[config.mk]
export PLATFORM = sky130hd
export DESIGN_NAME = noc_injector
export DESIGN_NICKNAME = d
export VERILOG_FILES = /design/src/rtl/noc_pkg.sv /design/src/rtl/noc_sync_fifo.sv /design/src/rtl/noc_injector.sv
export SDC_FILE = /design/constraint.sdc
export NUM_CORES = 1
export LEC_CHECK = 0
export BUFFER_PORTS_ARGS = -buffer_cell sky130_fd_sc_hd__buf_2
export CORE_MARGIN = 2
export CORE_UTILIZATION = 51
export DETAILED_ROUTE_END_ITERATION = 12
export PLACE_DENSITY = 0.83
export SLEW_MARGIN = 20
export SYNTH_ARGS = -nofsm -noshare
export SYNTH_HDL_FRONTEND = slang
export SYNTH_SLANG_ARGS = --single-unit
[constraint.sdc]
create_clock -name clk -period 2 [get_ports clk]
set_input_delay 0.2 -clock clk [delete_from_list [all_inputs] [get_ports clk]]
set_output_delay 0.2 -clock clk [all_outputs]
set_load 0.02 [all_outputs]
[src/rtl/noc_pkg.sv]
// -----------------------------------------------------------------------------
// noc_pkg
//
// Shared definitions for the mesh network-interface blocks.
//   - Flit geometry: FLIT_W, PAYLOAD_W, ID_W and the bit position of each field.
//   - flit_t: packed flit layout {dest_cluster, dest_local, payload}.
//   - make_flit(): builds a flit from its fields.
//   - Router port indices; the node-local port is 5 (in5/vi5/co5).
// -----------------------------------------------------------------------------
package noc_pkg;

  localparam int FLIT_W    = 20;
  localparam int PAYLOAD_W = 16;
  localparam int ID_W      = 2;

  // Field bit positions inside a flit.
  localparam int PAYLOAD_LSB      = 0;
  localparam int PAYLOAD_MSB      = PAYLOAD_LSB + PAYLOAD_W - 1;  // 15
  localparam int DEST_LOCAL_LSB   = PAYLOAD_MSB + 1;              // 16
  localparam int DEST_LOCAL_MSB   = DEST_LOCAL_LSB + ID_W - 1;    // 17
  localparam int DEST_CLUSTER_LSB = DEST_LOCAL_MSB + 1;           // 18
  localparam int DEST_CLUSTER_MSB = DEST_CLUSTER_LSB + ID_W - 1;  // 19

  // Packed so that dest_cluster lands in [19:18], dest_local in [17:16],
  // payload in [15:0].
  typedef struct packed {
    logic [ID_W-1:0]      dest_cluster;
    logic [ID_W-1:0]      dest_local;
    logic [PAYLOAD_W-1:0] payload;
  } flit_t;

  // Router port indices.
  localparam int NUM_PORTS     = 6;
  localparam int PORT_NORTH    = 0;
  localparam int PORT_EAST     = 1;
  localparam int PORT_SOUTH    = 2;
  localparam int PORT_WEST     = 3;
  localparam int PORT_CLUSTER  = 4;
  localparam int PORT_LOCAL    = 5;

  function automatic flit_t make_flit(input logic [ID_W-1:0]      dest_cluster,
                                      input logic [ID_W-1:0]      dest_local,
                                      input logic [PAYLOAD_W-1:0] payload);
    flit_t f;
    f.dest_cluster = dest_cluster;
    f.dest_local   = dest_local;
    f.payload      = payload;
    return f;
  endfunction

endpackage

[src/rtl/noc_sync_fifo.sv]
// -----------------------------------------------------------------------------
// noc_sync_fifo
//
// Single-clock FIFO with a combinational head (first-word fall-through).
// DEPTH must be a power of two and at least 2 so pointers wrap naturally.
//
// Ports:
//   clk        in   clock, rising edge
//   rst        in   asynchronous active-low reset (empties the FIFO)
//   push       in   write push_data; ignored when full
//   push_data  in   WIDTH-bit write data
//   pop        in   drop the head entry; ignored when empty
//   pop_data   out  current head entry (valid while !empty)
//   full       out  DEPTH entries stored
//   empty      out  no entries stored
//   count      out  number of stored entries, 0..DEPTH
// -----------------------------------------------------------------------------
module noc_sync_fifo #(
  parameter int WIDTH = 20,
  parameter int DEPTH = 4
) (
  input  logic                       clk,
  input  logic                       rst,
  input  logic                       push,
  input  logic [WIDTH-1:0]           push_data,
  input  logic                       pop,
  output logic [WIDTH-1:0]           pop_data,
  output logic                       full,
  output logic                       empty,
  output logic [$clog2(DEPTH):0]     count
);

  localparam int AW = $clog2(DEPTH);
  localparam logic [AW:0] DEPTH_C = (AW+1)'(DEPTH);

  logic [WIDTH-1:0] mem [DEPTH];
  logic [AW-1:0]    wr_ptr;
  logic [AW-1:0]    rd_ptr;
  logic [AW:0]      occ;
  logic             do_push;
  logic             do_pop;

  assign full     = (occ == DEPTH_C);
  assign empty    = (occ == '0);
  assign count    = occ;
  assign pop_data = mem[rd_ptr];

  // Guards make an overflowing push or an underflowing pop a no-op.
  assign do_push = push && !full;
  assign do_pop  = pop && !empty;

  // Storage needs no reset: entries are only read after being written.
  always_ff @(posedge clk) begin
    if (do_push) begin
      mem[wr_ptr] <= push_data;
    end
  end

  always_ff @(posedge clk or negedge rst) begin
    if (!rst) begin
      wr_ptr <= '0;
      rd_ptr <= '0;
      occ    <= '0;
    end else begin
      if (do_push) begin
        wr_ptr <= wr_ptr + 1'b1;
      end
      if (do_pop) begin
        rd_ptr <= rd_ptr + 1'b1;
      end
      case ({do_push, do_pop})
        2'b10:   occ <= occ + 1'b1;
        2'b01:   occ <= occ - 1'b1;
        default: occ <= occ;
      endcase
    end
  end

endmodule

[src/rtl/noc_injector.sv]
// -----------------------------------------------------------------------------
// noc_injector
//
// Injection-side network interface. Buffers payload requests as flits and
// launches them into router local input port 5 under credit flow control.
//
// Optional feature macro: NOC_INJ_SELF_DROP_EN
//   defined   : requests addressed to this node are accepted and discarded.
//   undefined : self-addressed requests are injected like any other.
//
// Handshakes:
//   Request side is valid/ready: a request transfers on a rising edge where
//   req_valid && req_ready. req_ready depends only on FIFO occupancy, so a
//   pop in the same cycle never opens a slot early. Router side has no ready:
//   out_valid is a one-cycle pulse per flit, permitted only while credits > 0;
//   the router returns each freed buffer slot as a one-cycle ci pulse.
//
// Ports:
//   clk               in   clock, rising edge
//   rst               in   asynchronous active-low reset
//   my_cluster        in   this node's cluster id (quasi-static)
//   my_local          in   this node's local id (quasi-static)
//   req_valid         in   request present
//   req_ready         out  FIFO has room
//   req_dest_cluster  in   destination cluster
//   req_dest_local    in   destination local id
//   req_data          in   16-bit payload
//   dataout           out  registered flit to router in5
//   out_valid         out  dataout carries a new flit this cycle (vi5)
//   ci                in   credit return pulse from router co5
//   tx_count          out  flits launched, wraps at 2^16
//   credit_err        out  sticky: credit returned while already full
// -----------------------------------------------------------------------------
module noc_injector
  import noc_pkg::*;
#(
  parameter int FIFO_DEPTH = 4,
  parameter int BUF_DEPTH  = 4
) (
  input  logic                  clk,
  input  logic                  rst,
  input  logic [ID_W-1:0]       my_cluster,
  input  logic [ID_W-1:0]       my_local,
  input  logic                  req_valid,
  output logic                  req_ready,
  input  logic [ID_W-1:0]       req_dest_cluster,
  input  logic [ID_W-1:0]       req_dest_local,
  input  logic [PAYLOAD_W-1:0]  req_data,
  output logic [FLIT_W-1:0]     dataout,
  output logic                  out_valid,
  input  logic                  ci,
  output logic [15:0]           tx_count,
  output logic                  credit_err
);

  localparam int CW = $clog2(BUF_DEPTH + 1);
  localparam logic [CW-1:0] CRED_MAX = CW'(BUF_DEPTH);

  // ---------------------------------------------------------------------------
  // Request buffer
  // ---------------------------------------------------------------------------
  flit_t                       push_flit;
  flit_t                       head_flit;
  logic [FLIT_W-1:0]           head_bits;
  logic                        fifo_push;
  logic                        fifo_full;
  logic                        fifo_empty;
  logic [$clog2(FIFO_DEPTH):0] fifo_count;
  logic                        accept;
  logic                        is_self;
  logic                        launch;

  logic [CW-1:0]               credits;

  assign push_flit = make_flit(req_dest_cluster, req_dest_local, req_data);
  assign is_self   = (req_dest_cluster == my_cluster) && (req_dest_local == my_local);

  assign req_ready = !fifo_full;
  assign accept    = req_valid && req_ready;

`ifdef NOC_INJ_SELF_DROP_EN
  // A self-addressed request completes its handshake but never enters the
  // buffer, so it costs no credit and never shows up in tx_count.
  assign fifo_push = accept && !is_self;
  logic unused_ok;
  assign unused_ok = ^fifo_count;
`else
  assign fifo_push = accept;
  logic unused_ok;
  assign unused_ok = ^{fifo_count, is_self};
`endif

  noc_sync_fifo #(
    .WIDTH (FLIT_W),
    .DEPTH (FIFO_DEPTH)
  ) u_fifo (
    .clk       (clk),
    .rst       (rst),
    .push      (fifo_push),
    .push_data (push_flit),
    .pop       (launch),
    .pop_data  (head_bits),
    .full      (fifo_full),
    .empty     (fifo_empty),
    .count     (fifo_count)
  );

  assign head_flit = flit_t'(head_bits);

  // A flit leaves whenever one is buffered and the router has a free slot.
  // Credits returned this edge are only counted from the next edge on.
  assign launch = !fifo_empty && (credits != '0);

  // ---------------------------------------------------------------------------
  // Credit counter and error flag
  // ---------------------------------------------------------------------------
  always_ff @(posedge clk or negedge rst) begin
    if (!rst) begin
      credits    <= CRED_MAX;
      credit_err <= 1'b0;
    end else begin
      case ({ci, launch})
        2'b10: begin
          // A return beyond the router's buffer depth means the two sides
          // disagree; hold saturation and flag it until reset.
          if (credits == CRED_MAX) begin
            credit_err <= 1'b1;
          end else begin
            credits <= credits + 1'b1;
          end
        end
        2'b01:   credits <= credits - 1'b1;
        default: credits <= credits;  // idle, or return and spend cancel
      endcase
    end
  end

  // ---------------------------------------------------------------------------
  // Output register and launch counter
  // ---------------------------------------------------------------------------
  always_ff @(posedge clk or negedge rst) begin
    if (!rst) begin
      dataout   <= '0;
      out_valid <= 1'b0;
      tx_count  <= '0;
    end else begin
      out_valid <= launch;
      if (launch) begin
        // dataout keeps the previous flit between launches.
        dataout  <= head_flit;
        tx_count <= tx_count + 16'd1;
      end
    end
  end

endmodule

==> results list <==
- Top cell type by total area after synthesis: edfxtp_1
- Dividing the detail-routed wire length by the instance count gives 17.2 µm.
* Clock tree from TritonCTS: built
* Result of the run: completed
* Endpoints failing hold: 0
- The number of antenna violations at the first check in global routing was 0.
* Post-CTS repair timing setup buffer count: 0
- Unrepaired setup endpoints after global routing: no
- The sequential cells in the finished layout cover a total of 3600 µm².
- Data required, critical path: 2430 ps
- The number of clock buffers added by TritonCTS is 17.
- Post-synth top area share: 46.7%
- Top cells by area, synth: edfxtp_1, dfrtp_1, mux4_2
- Counting the fill cells in the layout gives 694.
- Post-Synthesis Cells: 320
- STA classifies the critical path endpoint as a flop.
* Headroom to the max-slew limit: 58.0%
- Final weighted congestion of routability-driven global placement: 0.693
- For this run the aggregate overflow at the end of global routing stands at 0.
- Total routed wirelength: 9.84 mm
* Max-slew violation count: 0
- The clock tree synthesis step divided the H-tree into 4 levels.
- Detailed placer's ending HPWL: 5.82 mm
* Clock tree root driver cell: clkbuf_8
* Total number of placement rows: 36
- Cell family contributing the most delay on the critical path: flip-flops
- Antenna viol nets, final: 0
- Sequential area share after synthesis: 70.1%
- Hold wc startpoint: ci
- The clock reaches the later pin of the worst-skew pair after 510 ps.
- Longest Clk Path Bufs: 2
* Endpoints failing setup: 0
- Data on the critical path arrives at its endpoint at 2320 ps.
- STA classifies the critical path startpoint as a flop.
- Leakage Power: 2.70 nW
- Antenna cell count: 0
* Worst ir drop on vdd: 1.23 mV
- Across the run, the number of max-cap violations was 0.
- In this run the mean area of a mapped cell was 16.1 µm².
- Global routing consumed, over all layers together, 19.9% of the routing resources.
* Power Density: 1650 nW/µm²
- Counting distinct cell types in the post-synthesis netlist gives 37.
- # nets final: 462
- In this run, the number of DRC markers left after iteration 0 of detailed routing was 158.
- The multi-input combinational cells in the finished layout cover a total of 1440 µm².
* Stage delay of the slowest cell on the critical path: 560 ps
- Measured along the x axis, the die boundary spans 104 µm.
- Post-route worst hold slack: 67.6 ps
* Final period utilization: 94.8%
- Core Footprint: 9770 µm²
* Cells along the critical path: or3_4, nand2_8, inv_6, ha_4, inv_2, fa_2, xor2_1, nor2_1, xor2_1
* Die Height: 104 µm
- After synthesis the cells add up to 5140 µm².
- Worst Setup Path Type: flop to flop
* Post-Route Utilization: 66.3%
- In this run the worst path has a maximum fanout of 5.
- Clock-pin slew was measured on the worst setup and hold paths at 60 ps.
- Fraction of final layout cells with drive strength greater than 1: 34.6%
- Pin count of the biggest net entering global routing: 49
- I/O pin cnt: 67
* Post-synthesis to final-layout area growth: 26.2%
* Vias after detailed routing: 2,957
- First-pass GRT wire length: 16.4 mm
- In the routed layout, each cell is associated on average with a via count of 5.17.
- Reg-to-reg critical path startpoint: credits[2]$_DFFE_PN1P_
- Most common cell type on the critical path: xor2_1
- DRT Pass-1 Iters: 4
* Post-layout min period: 1900 ps
- Syn_nets: 356
* Worst Max-Slew Pin Slew: 630 ps
- For this design, the sink count on the clock tree is 128.
- The most critical setup path has its startpoint at credits[2]$_DFFE_PN1P_.
* Vias in the first global route: 3,259
- Starting density of the core: 52.6%
* Cell type of the slowest stage on the worst timing path: dfstp_2
* Full die area: 10,900 µm²
- Achievable clock frequency: 527 MHz
* Synthesis-stage register bit count: 128
- Buf/Inv on CP: 2
- Yosys warning total: 0
- Across the routed clock network, the largest skew measured is 7.04 ps.
- In this run the worst hold path is classified as input port to flop.
- Port buffering added 62 buffers.
- In the routed design, unresolved DRC markers number 0.
-- power by group --
group	total [mW]	internal (mW)	leakage, nW	switching (mW)
Clock	3.09	1.92	0.289	1.17
Sequential	4.05	3.63	1.32	0.420
Combinational	3.57	1.50	1.09	2.08
Total	10.7	7.05	2.70	3.67
-- timing repair --
action                     in CTS  in global routing
hold buffers                   21                  0
gates resized for setup         0                  7
hold endpoints to repair      127                  0
setup endpoints to repair       0                  2
-- kinds of logic (layout without fill, tap and decap cells) --
logic type                 count (synthesis)  count (layout)  share of synthesized area [%]
and+or+nand+nor                          107             107                           10.6
muxes                                     24              24                           9.57
adders and majority gates                  8               8                           2.24
DFF                                      128             128                           70.1
AOI/OAI and AO/OA                          8               8                           1.29
buffers and inverters                     23             142                           2.36
xor gates and xnor gates                  22              22                           3.75
-- layer usage --
metal / GRT usage (%) / routed length (µm) / vias up / part of all wire [%]
met1: 23.1 / 3830 / 1495 / 39
met3: 5.95 / 473 / 8 / 4.8
met2: 34.8 / 5450 / 76 / 55
met4: 7.34 / 82 / 0 / 0.83
met5: 0 / 0 / - / 0
li1: - / - / 1378 / -
-- cells in the mapped netlist (all sizes together) --
| cell | number |
|---|---|
| mux2 | 1 |
| nor2b | 1 |
| inv | 14 |
| a41o | 1 |
| nand4 | 4 |
| nor4 | 1 |
| dfrtp | 47 |
| or3 | 2 |
| nand2 | 70 |
| nor2 | 6 |
| buf | 6 |
| nand3 | 6 |
| nor3 | 9 |
| o21ai | 2 |
| o2bb2ai | 1 |
| and3 | 5 |
| xnor2 | 11 |
| mux2i | 3 |
| fa | 2 |
| a22oi | 2 |
| dfstp | 1 |
| mux4 | 20 |
| xor2 | 11 |
| edfxtp | 80 |
| and4 | 1 |
| clkbuf | 3 |
| ha | 6 |
| and2 | 1 |
| nor3b | 1 |
| a221oi | 1 |
| a21o | 1 |
-- sequential cells by signal, indices dropped and copies added (netlist names) --
signal	cells
tx_count	16
u_fifo.mem	80
u_fifo.wr_ptr	2
credit_err	1
out_valid	1
u_fifo.rd_ptr	2
credits	3
u_fifo.count	3
dataout	20
-- through the flow --
stage | std cells | TNS (ps) | area (µm²) | power (mW) | worst slack (ps)
after floorplan | 320 | -2.97 | 5160 | 6.61 | -2.97
after global placement | 519 | 0 | 5670 | 7.48 | 108
after detailed placement | 519 | 0 | 5670 | 7.64 | 47.3
after CTS | 572 | 0 | 6480 | 10.8 | 17.3
after global routing | 572 | 0 | 6480 | 11.4 | 1.92
final | 572 | 0 | 6480 | 10.7 | 104
-- worst paths after layout --
check / end / slack, ps / cells after the start
max: u_fifo.count[2]$_DFFE_PN0P_ / 100 / 9
min: credits[0]$_DFFE_PN0P_ / 70 / 3
max reg2reg: u_fifo.count[2]$_DFFE_PN0P_ / 100 / 9
min reg2reg: tx_count[15]$_DFFE_PN0N_ / 460 / 1
max in group asynchronous: tx_count[0]$_DFFE_PN0N_ / 1240 / 3
min in group asynchronous: credits[1]$_DFFE_PN0P_ / 330 / 3
-- layout by cell type (no fill, tap or decap), types with 2 or more instances in the layout --
master / synthesis / layout
a22oi_1: 2 / 2
and3_1: 5 / 5
buf_2: 0 / 62
buf_4: 4 / 13
bufinv_16: 0 / 3
clkbuf_16: 0 / 16
clkinv_2: 0 / 2
clkinvlp_4: 0 / 2
dfrtp_1: 47 / 47
dlygate4sd3_1: 0 / 21
edfxtp_1: 80 / 80
fa_2: 0 / 2
ha_1: 6 / 5
inv_1: 13 / 9
inv_2: 0 / 4
inv_6: 1 / 6
mux2i_1: 3 / 3
mux4_2: 20 / 20
nand2_1: 69 / 69
nand3_1: 5 / 4
nand4_1: 2 / 2
nand4_2: 2 / 2
nor2_1: 6 / 6
nor3_1: 5 / 5
nor3_2: 4 / 4
o21ai_0: 2 / 2
or3_4: 2 / 2
xnor2_1: 11 / 11
xor2_1: 11 / 11
-- worst register-to-register path: cells and delay by family (launching register included) --
family | cells | cell delay [ps]
flops | 1 | 560
buf+inv | 2 | 100
fa+ha+maj | 2 | 480
xor+xnor | 2 | 310
simple gates | 3 | 360
-- cell type report --
type	count	share of cell area [%]
multi-input combinational	169	22.2
clock buffer	18	6.45
inverter	14	0.888
clock inverter	14	2.76
sequential	128	55.6
tap	133	2.57
timing repair buffer	96	9.53
No activity file was read; power rests on OpenSTA's default activity.
